<file path="src/rtl/capture_seg_if.sv">
// Sample stream into the capture controller and write stream out to the SDRAM path.
interface capture_seg_if #(
  parameter int DW = 16,
  parameter int AW = 32
);
  logic          sample_valid;
  logic [DW-1:0] sample_data;
  logic          trig_hit;
  logic          capture_valid;
  logic [DW-1:0] capture_data;
  logic [AW-1:0] capture_addr;

  modport master (
    output sample_valid, sample_data, trig_hit,
    input  capture_valid, capture_data, capture_addr
  );

  modport slave (
    input  sample_valid, sample_data, trig_hit,
    output capture_valid, capture_data, capture_addr
  );
endinterface

</file>
<file path="src/rtl/capture_seg.sv">
// Segmented capture controller: delays samples to line up with the trigger decision
// and writes seg_num triggered segments into consecutive ring buffers.
module capture_seg #(
  parameter int DW      = 16,
  parameter int AW      = 32,
  parameter int SEG_W   = 8,
  parameter int FIX_DLY = 3,
  parameter int DLY_W   = 4
) (
  input  logic             core_clk,
  input  logic             core_rst,
  input  logic             sample_en,
  input  logic             trig_en,
  input  logic [AW-1:0]    sample_depth,
  input  logic [AW-1:0]    trig_set_pos,
  input  logic [SEG_W-1:0] seg_num,
  input  logic [DLY_W-1:0] trig_dly,
  capture_seg_if.slave     bus,
  output logic             seg_done,
  output logic [SEG_W-1:0] seg_idx,
  output logic [AW-1:0]    seg_start,
  output logic             capture_done,
  output logic             busy
);

  localparam int DL = FIX_DLY + (1 << DLY_W);
  localparam int TW = $clog2(DL);

  typedef enum logic [1:0] {IDLE, PRE, ARMED, POST} state_t;

  state_t           state;
  logic             en_q;
  logic             trig_en_l;
  logic [AW-1:0]    depth_l;
  logic [AW-1:0]    pos_l;
  logic [AW-1:0]    post_l;
  logic [DLY_W-1:0] dly_l;
  logic [SEG_W-1:0] nseg_l;
  logic [AW-1:0]    wr_ptr;
  logic [AW-1:0]    pre_cnt;
  logic [AW-1:0]    post_cnt;
  logic [AW-1:0]    seg_base;
  logic             seg_inc;

  logic [DL-1:0]    dv_pipe;
  logic [DW-1:0]    dd_pipe [DL];

  logic [TW-1:0]    tap;
  logic             dv;
  logic [DW-1:0]    dd;
  logic             accept;
  logic [AW-1:0]    wr_next;
  logic [AW-1:0]    post_next;
  logic             close;
  logic             last_seg;
  logic             start;
  logic [AW-1:0]    pos_in;

  // Stage k holds the input sampled k+1 edges ago, so tapping FIX_DLY+dly_l gives
  // a total latency of FIX_DLY+dly_l+1 once the output register is included.
  always_ff @(posedge core_clk) begin
    if (core_rst) begin
      dv_pipe <= '0;
      for (int i = 0; i < DL; i++) dd_pipe[i] <= '0;
    end else begin
      dv_pipe    <= {dv_pipe[DL-2:0], bus.sample_valid};
      dd_pipe[0] <= bus.sample_data;
      for (int i = 1; i < DL; i++) dd_pipe[i] <= dd_pipe[i-1];
    end
  end

  always_comb begin
    tap       = TW'(FIX_DLY) + TW'(dly_l);
    dv        = dv_pipe[tap];
    dd        = dd_pipe[tap];
    accept    = dv && (state != IDLE);
    wr_next   = (wr_ptr == depth_l - AW'(1)) ? '0 : wr_ptr + AW'(1);
    post_next = (state == ARMED) ? AW'(1) : post_cnt + AW'(1);
    close     = accept && ((state == POST) || (state == ARMED && bus.trig_hit))
                && (post_next == post_l);
    last_seg  = (seg_idx == nseg_l - SEG_W'(1));
    start     = sample_en && !en_q && (state == IDLE);
    pos_in    = '0;
    if (trig_en)
      pos_in = (trig_set_pos > sample_depth - AW'(1)) ? sample_depth - AW'(1) : trig_set_pos;
  end

  assign busy = (state != IDLE);

  // seg_idx lags the closing edge by one cycle, so seg_done is reported with the
  // index of the segment it closes.
  always_ff @(posedge core_clk) begin
    if (core_rst) begin
      state             <= IDLE;
      en_q              <= 1'b0;
      trig_en_l         <= 1'b0;
      depth_l           <= '0;
      pos_l             <= '0;
      post_l            <= '0;
      dly_l             <= '0;
      nseg_l            <= '0;
      wr_ptr            <= '0;
      pre_cnt           <= '0;
      post_cnt          <= '0;
      seg_base          <= '0;
      seg_inc           <= 1'b0;
      seg_idx           <= '0;
      seg_start         <= '0;
      seg_done          <= 1'b0;
      capture_done      <= 1'b0;
      bus.capture_valid <= 1'b0;
      bus.capture_data  <= '0;
      bus.capture_addr  <= '0;
    end else begin
      en_q              <= sample_en;
      bus.capture_valid <= 1'b0;
      seg_done          <= 1'b0;
      capture_done      <= 1'b0;
      seg_inc           <= 1'b0;
      if (seg_inc) seg_idx <= seg_idx + SEG_W'(1);

      if (state == IDLE) begin
        if (start) begin
          trig_en_l <= trig_en;
          depth_l   <= sample_depth;
          pos_l     <= pos_in;
          post_l    <= sample_depth - pos_in;
          dly_l     <= trig_dly;
          nseg_l    <= (seg_num == '0) ? SEG_W'(1) : seg_num;
          seg_idx   <= '0;
          wr_ptr    <= '0;
          pre_cnt   <= '0;
          post_cnt  <= '0;
          seg_base  <= '0;
          state     <= trig_en ? PRE : POST;
        end
      end else if (!sample_en) begin
        state <= IDLE;
      end else begin
        if (accept) begin
          bus.capture_valid <= 1'b1;
          bus.capture_data  <= dd;
          bus.capture_addr  <= seg_base + wr_ptr;
          wr_ptr            <= wr_next;
        end

        case (state)
          PRE: begin
            if (pos_l == '0) begin
              state <= ARMED;
            end else if (accept) begin
              pre_cnt <= pre_cnt + AW'(1);
              if (pre_cnt + AW'(1) == pos_l) state <= ARMED;
            end
          end
          ARMED: begin
            if (accept && bus.trig_hit) begin
              post_cnt <= AW'(1);
              state    <= POST;
            end
          end
          POST: begin
            if (accept) post_cnt <= post_next;
          end
          default: ;
        endcase

        // Closing a segment hands straight over to the next one with no dead cycle.
        if (close) begin
          seg_done  <= 1'b1;
          seg_start <= seg_base + wr_next;
          if (last_seg) begin
            capture_done <= 1'b1;
            state        <= IDLE;
          end else begin
            seg_inc  <= 1'b1;
            seg_base <= seg_base + depth_l;
            wr_ptr   <= '0;
            pre_cnt  <= '0;
            post_cnt <= '0;
            state    <= trig_en_l ? PRE : POST;
          end
        end
      end
    end
  end

endmodule

</file>
<file path="src/flat_wrapper.sv">
// flat-port wrapper written by rule: the top's interface ports become plain ports
module capture_seg_flat 
#(
  parameter int DW      = 16,
  parameter int AW      = 32,
  parameter int SEG_W   = 8,
  parameter int FIX_DLY = 3,
  parameter int DLY_W   = 4
)
  (core_clk, core_rst, sample_en, trig_en, sample_depth, trig_set_pos, seg_num, trig_dly, seg_done, seg_idx, seg_start, capture_done, busy, bus_sample_valid, bus_sample_data, bus_trig_hit, bus_capture_valid, bus_capture_data, bus_capture_addr);
  capture_seg_if #(.DW(DW), .AW(AW)) bus_i ();
  input  logic core_clk;
  input  logic core_rst;
  input  logic sample_en;
  input  logic trig_en;
  input  logic [AW-1:0] sample_depth;
  input  logic [AW-1:0] trig_set_pos;
  input  logic [SEG_W-1:0] seg_num;
  input  logic [DLY_W-1:0] trig_dly;
  output logic seg_done;
  output logic [SEG_W-1:0] seg_idx;
  output logic [AW-1:0] seg_start;
  output logic capture_done;
  output logic busy;
  input wire logic [$bits(bus_i.sample_valid)-1:0] bus_sample_valid;
  input wire logic [$bits(bus_i.sample_data)-1:0] bus_sample_data;
  input wire logic [$bits(bus_i.trig_hit)-1:0] bus_trig_hit;
  output wire logic [$bits(bus_i.capture_valid)-1:0] bus_capture_valid;
  output wire logic [$bits(bus_i.capture_data)-1:0] bus_capture_data;
  output wire logic [$bits(bus_i.capture_addr)-1:0] bus_capture_addr;
  assign bus_i.sample_valid = bus_sample_valid;
  assign bus_i.sample_data = bus_sample_data;
  assign bus_i.trig_hit = bus_trig_hit;
  assign bus_capture_valid = bus_i.capture_valid;
  assign bus_capture_data = bus_i.capture_data;
  assign bus_capture_addr = bus_i.capture_addr;
  capture_seg #(.DW(DW), .AW(AW), .SEG_W(SEG_W), .FIX_DLY(FIX_DLY), .DLY_W(DLY_W)) u_core (.core_clk(core_clk), .core_rst(core_rst), .sample_en(sample_en), .trig_en(trig_en), .sample_depth(sample_depth), .trig_set_pos(trig_set_pos), .seg_num(seg_num), .trig_dly(trig_dly), .bus(bus_i), .seg_done(seg_done), .seg_idx(seg_idx), .seg_start(seg_start), .capture_done(capture_done), .busy(busy));
endmodule
</file>
<file path="config.mk">
export PLATFORM = sky130hd
export DESIGN_NAME = capture_seg_flat
export DESIGN_NICKNAME = d
export VERILOG_FILES = /design/src/rtl/capture_seg_if.sv /design/src/rtl/capture_seg.sv /design/src/flat_wrapper.sv
export SDC_FILE = /design/constraint.sdc
export NUM_CORES = 2
export LEC_CHECK = 0
export ABC_CLOCK_PERIOD_IN_PS = 12500
export CAP_MARGIN = 20
export CORE_MARGIN = 2
export CORE_UTILIZATION = 55
export CTS_CLUSTER_DIAMETER = 150
export DETAILED_ROUTE_END_ITERATION = 16
export HOLD_SLACK_MARGIN = 0.12
export PLACE_DENSITY = 0.83
export RECOVER_POWER = 100
export SYNTH_ARGS = -nofsm -noshare
export SYNTH_HDL_FRONTEND = slang
export SYNTH_SLANG_ARGS = --single-unit
</file>
<file path="constraint.sdc">
create_clock -name core_clk -period 12.5 [get_ports core_clk]
set_input_delay 2.5 -clock core_clk [delete_from_list [all_inputs] [get_ports core_clk]]
set_output_delay 2.5 -clock core_clk [all_outputs]
set_load 0.01 [all_outputs]
</file>
==> results_dict.tcl <==
set metrics [dict create \
    outcome "complete, but fails checks" \
    violations "capacitance limit, slew limit" \
    grt_pass1_vias 30900 \
    r2r_slack_ps 2100 \
    cts_tree "built" \
    worst_slew_pin_slew_ps 4770 \
    layout-drive-gt1-share_pct 6.85 \
    synthFlopType "dfxtp_1" \
    r2r_start "u_core.dly_l[0]$_SDFFE_PP0P_" \
    cts_root_buffer "clkbuf_16" \
    critPathLaunch "core_rst" \
    clkLatencyLatePin_ps 650 \
    fin_nets 4642 \
    cp.depth 4 \
    numCtsBuffers 69 \
    hold_violations 0 \
    dp_hpwl_microns 75700 \
    vias 32900 \
    cts_resized 0 \
    antenna_found_initial 2 \
    hold_buffers 0 \
    syn_inst 4337 \
    setup_viol 0 \
    largest_register "u_core.dd_pipe" \
    start_util_pct 55.3 \
    ys_types 94 \
    cap_violations 11 \
    first_pass_iters 7 \
    grt_overflow 0 \
    leakage_nw 16.0 \
    period_minus_slack_ps 10470 \
    cp-start-kind "input port" \
    cp_max_fo 209 \
    worstSetupPathType "input port to flop" \
    synth_area_per_cell_sq_um 8.53 \
    track_usage_pct 30.2 \
    vias_per_cell 6.21 \
    synth.top_cell.area_share_pct 35.5 \
    end_kind "flop" \
    finClkSkew_ps 52.4 \
    ios 190 \
    wl_per_cell_microns 20.3 \
    synth_common_cells "dfxtp_1, nand2_1, nor2b_1" \
    wirelength_microns 107000 \
    core_area_sq_um 66800 \
    synth_most_common_cell "dfxtp_1" \
    synth-edff-count 0 \
    grt_max_degree 210 \
    fin_cells 5296 \
    rsz0062_at_grt "no" \
    slowest_stage "clkbuf_1" \
    post-route-period-util_pct 83.8 \
    seqCellArea_sq_um 13100 \
    powerDensity_nw_per_um2 135 \
    cts_setup_buffers 0 \
    r2r_cells 13 \
    worst_path_dominant_cell_family "buffers and inverters" \
    ys_warn_count 0 \
    setup.worst_path.end "u_core.dd_pipe[0][15]$_SDFF_PP0_" \
    synth_fp_nets 4608 \
    synth.area.top_cells "dfxtp_1, nor2b_1, ha_1, mux4_2, nand2_1" \
    multi_input_area_sq_um 22500 \
    grt_pass1_wl_microns 170000 \
    maxSlewHeadroom_pct -218 \
    worst-path-buf-inv 3 \
    fillers 5503 \
    dieArea_sq_um 69300 \
    crit-reg2reg-capture "u_core.seg_start[3]$_SDFFE_PP0P_" \
    async_flop_share_pct 0 \
    tns_ps 0 \
    clock-sinks 655 \
    yosysTopAreaCell "dfxtp_1" \
    ant_nets 0 \
    fmax_mhz 95.5 \
    hp-class "flop to flop" \
    port_buffers 189 \
    yosysSeqAreaShare_pct 35.5 \
    gp_congestion 0.993 \
    die_w_microns 263 \
    max_stage_delay_ps 3270 \
    htree_levels 3 \
    die_y_microns 263 \
    path_cells "clkbuf_1, clkbuf_2, clkbuf_2, nor2b_1" \
    cp.arrival_ps 10890 \
    crit_required_ps 12910 \
    drc 0 \
    dp.cells 5173 \
    fp-row-count 95 \
    crit_top_cell "clkbuf_2" \
    cts.clk_slew.worst_paths_ps 60 \
    drt-initial-drc-count 3387 \
    largest_reg_flops 304 \
    clockBufferDepth 3 \
    hold_depth 2 \
    ys_ff_latch 655 \
    vdd_ir_drop_max_v 0.000101 \
    synth_area_sq_um 37000 \
    finalMaxSlewViolations 772 \
    area_delta_synth_final_pct 12.5 \
]
-- layout make-up --
class | instances | area share, %
Multi-Input combinational cell | 3309 | 54.0
Sequential cell | 655 | 31.5
Timing Repair Buffer | 227 | 5.11
Clock buffer | 96 | 4.81
Tap cell | 873 | 2.63
Inverter | 109 | 0.984
Clock inverter | 26 | 0.888
Antenna cell | 1 | 0.00602
-- cells by family (layout without fill, tap and decap cells) --
kind of cell             count (synthesis)  in the layout  synth area share [%]
XOR/XNOR                               270            270                  6.42
adder cells (fa/ha/maj)                173            173                  5.94
flip-flops                             655            655                  35.5
AO/OA/AOI/OAI                          945            945                  16.3
other                                    0              1                     0
multiplexers                           161            161                  7.31
AND/OR/NAND/NOR                       1760           1760                  24.6
buffers and inverters                  373            458                  3.91
-- stage by stage --
stage,total power [mW],hold slack [ps],area [sq um],utilization [%],setup WS (ps)
floorplan,3.12,431,37000,-,3060
global placement,3.46,434,39300,58.8,2140
detailed placement,3.48,442,39300,58.8,1990
CTS,5.59,449,41700,62.4,2610
global route,5.81,463,41600,62.3,1040
finish,5.59,447,41600,62.3,2030
-- power breakdown --
part	internal [mW]	switching (mW)	total, mW	leakage (nW)
clock network	1.22	0.905	2.13	1.14
logic	0.446	0.763	1.21	9.58
registers	2.15	0.106	2.26	5.30
total	3.82	1.77	5.59	16.0
-- worst register-to-register path, cell delays in order (launching register included) --
cell	delay, ps
dfxtp_1	2240
clkbuf_1	2770
mux4_2	650
mux2i_1	90
nor4b_1	360
or3_1	780
and3_1	280
nand4b_1	120
nor4_2	270
clkbuf_1	620
and2_1	230
clkbuf_1	1290
o211ai_1	320
a21oi_1	230
-- cells in the final DEF (no fill, tap or decap), types with 21 or more instances in the layout --
master / netlist / final
dfxtp_1: 655 / 655
nand2_1: 503 / 502
nor2b_1: 355 / 355
a21oi_1: 345 / 345
nor2_1: 247 / 246
ha_1: 169 / 167
nand3_1: 165 / 165
xnor2_1: 158 / 158
o21ai_0: 139 / 139
xor2_1: 111 / 110
inv_1: 107 / 107
nor3_1: 96 / 95
clkdlybuf4s50_1: 0 / 94
dlygate4sd3_1: 0 / 93
nand4_1: 86 / 86
mux4_2: 84 / 84
a21o_1: 80 / 80
a211oi_1: 72 / 71
clkbuf_16: 0 / 71
nor4_1: 51 / 50
mux2i_1: 45 / 45
or3_1: 38 / 38
mux2_2: 32 / 32
and3_1: 32 / 32
a31oi_1: 32 / 32
o31ai_1: 32 / 31
nand2b_1: 30 / 30
buf_4: 1 / 26
o211ai_1: 25 / 25
o21a_1: 24 / 24
or4_1: 22 / 23
clkbuf_1: 219 / 23
and4_1: 22 / 22
a211o_1: 21 / 21
-- routing by layer --
layer	track usage (%)	up-vias	wire (microns)
met5	0	-	0
met4	13.6	0	4870
met3	4.27	284	7390
met2	50.0	1271	50500
met1	39.4	15800	44700
li1	-	15600	-
-- how the worst min path moves through the flow --
stage	startpoint	endpoint	slack, ps
after global placement	u_core.dd_pipe[6][12]$_SDFF_PP0_	u_core.dd_pipe[7][12]$_SDFF_PP0_	430
after floorplan	u_core.trig_en_l$_SDFFE_PP0P_	u_core.trig_en_l$_SDFFE_PP0P_	430
after global routing	u_core.bus.capture_addr[26]$_SDFFE_PP0P_	u_core.bus.capture_addr[26]$_SDFFE_PP0P_	460
final	u_core.seg_start[7]$_SDFFE_PP0P_	u_core.seg_start[7]$_SDFFE_PP0P_	450
after detailed placement	u_core.bus.capture_addr[25]$_SDFFE_PP0P_	u_core.bus.capture_addr[25]$_SDFFE_PP0P_	440
after CTS	u_core.bus.capture_addr[9]$_SDFFE_PP0P_	u_core.bus.capture_addr[9]$_SDFFE_PP0P_	450
Power figures use the tool's default switching activity.
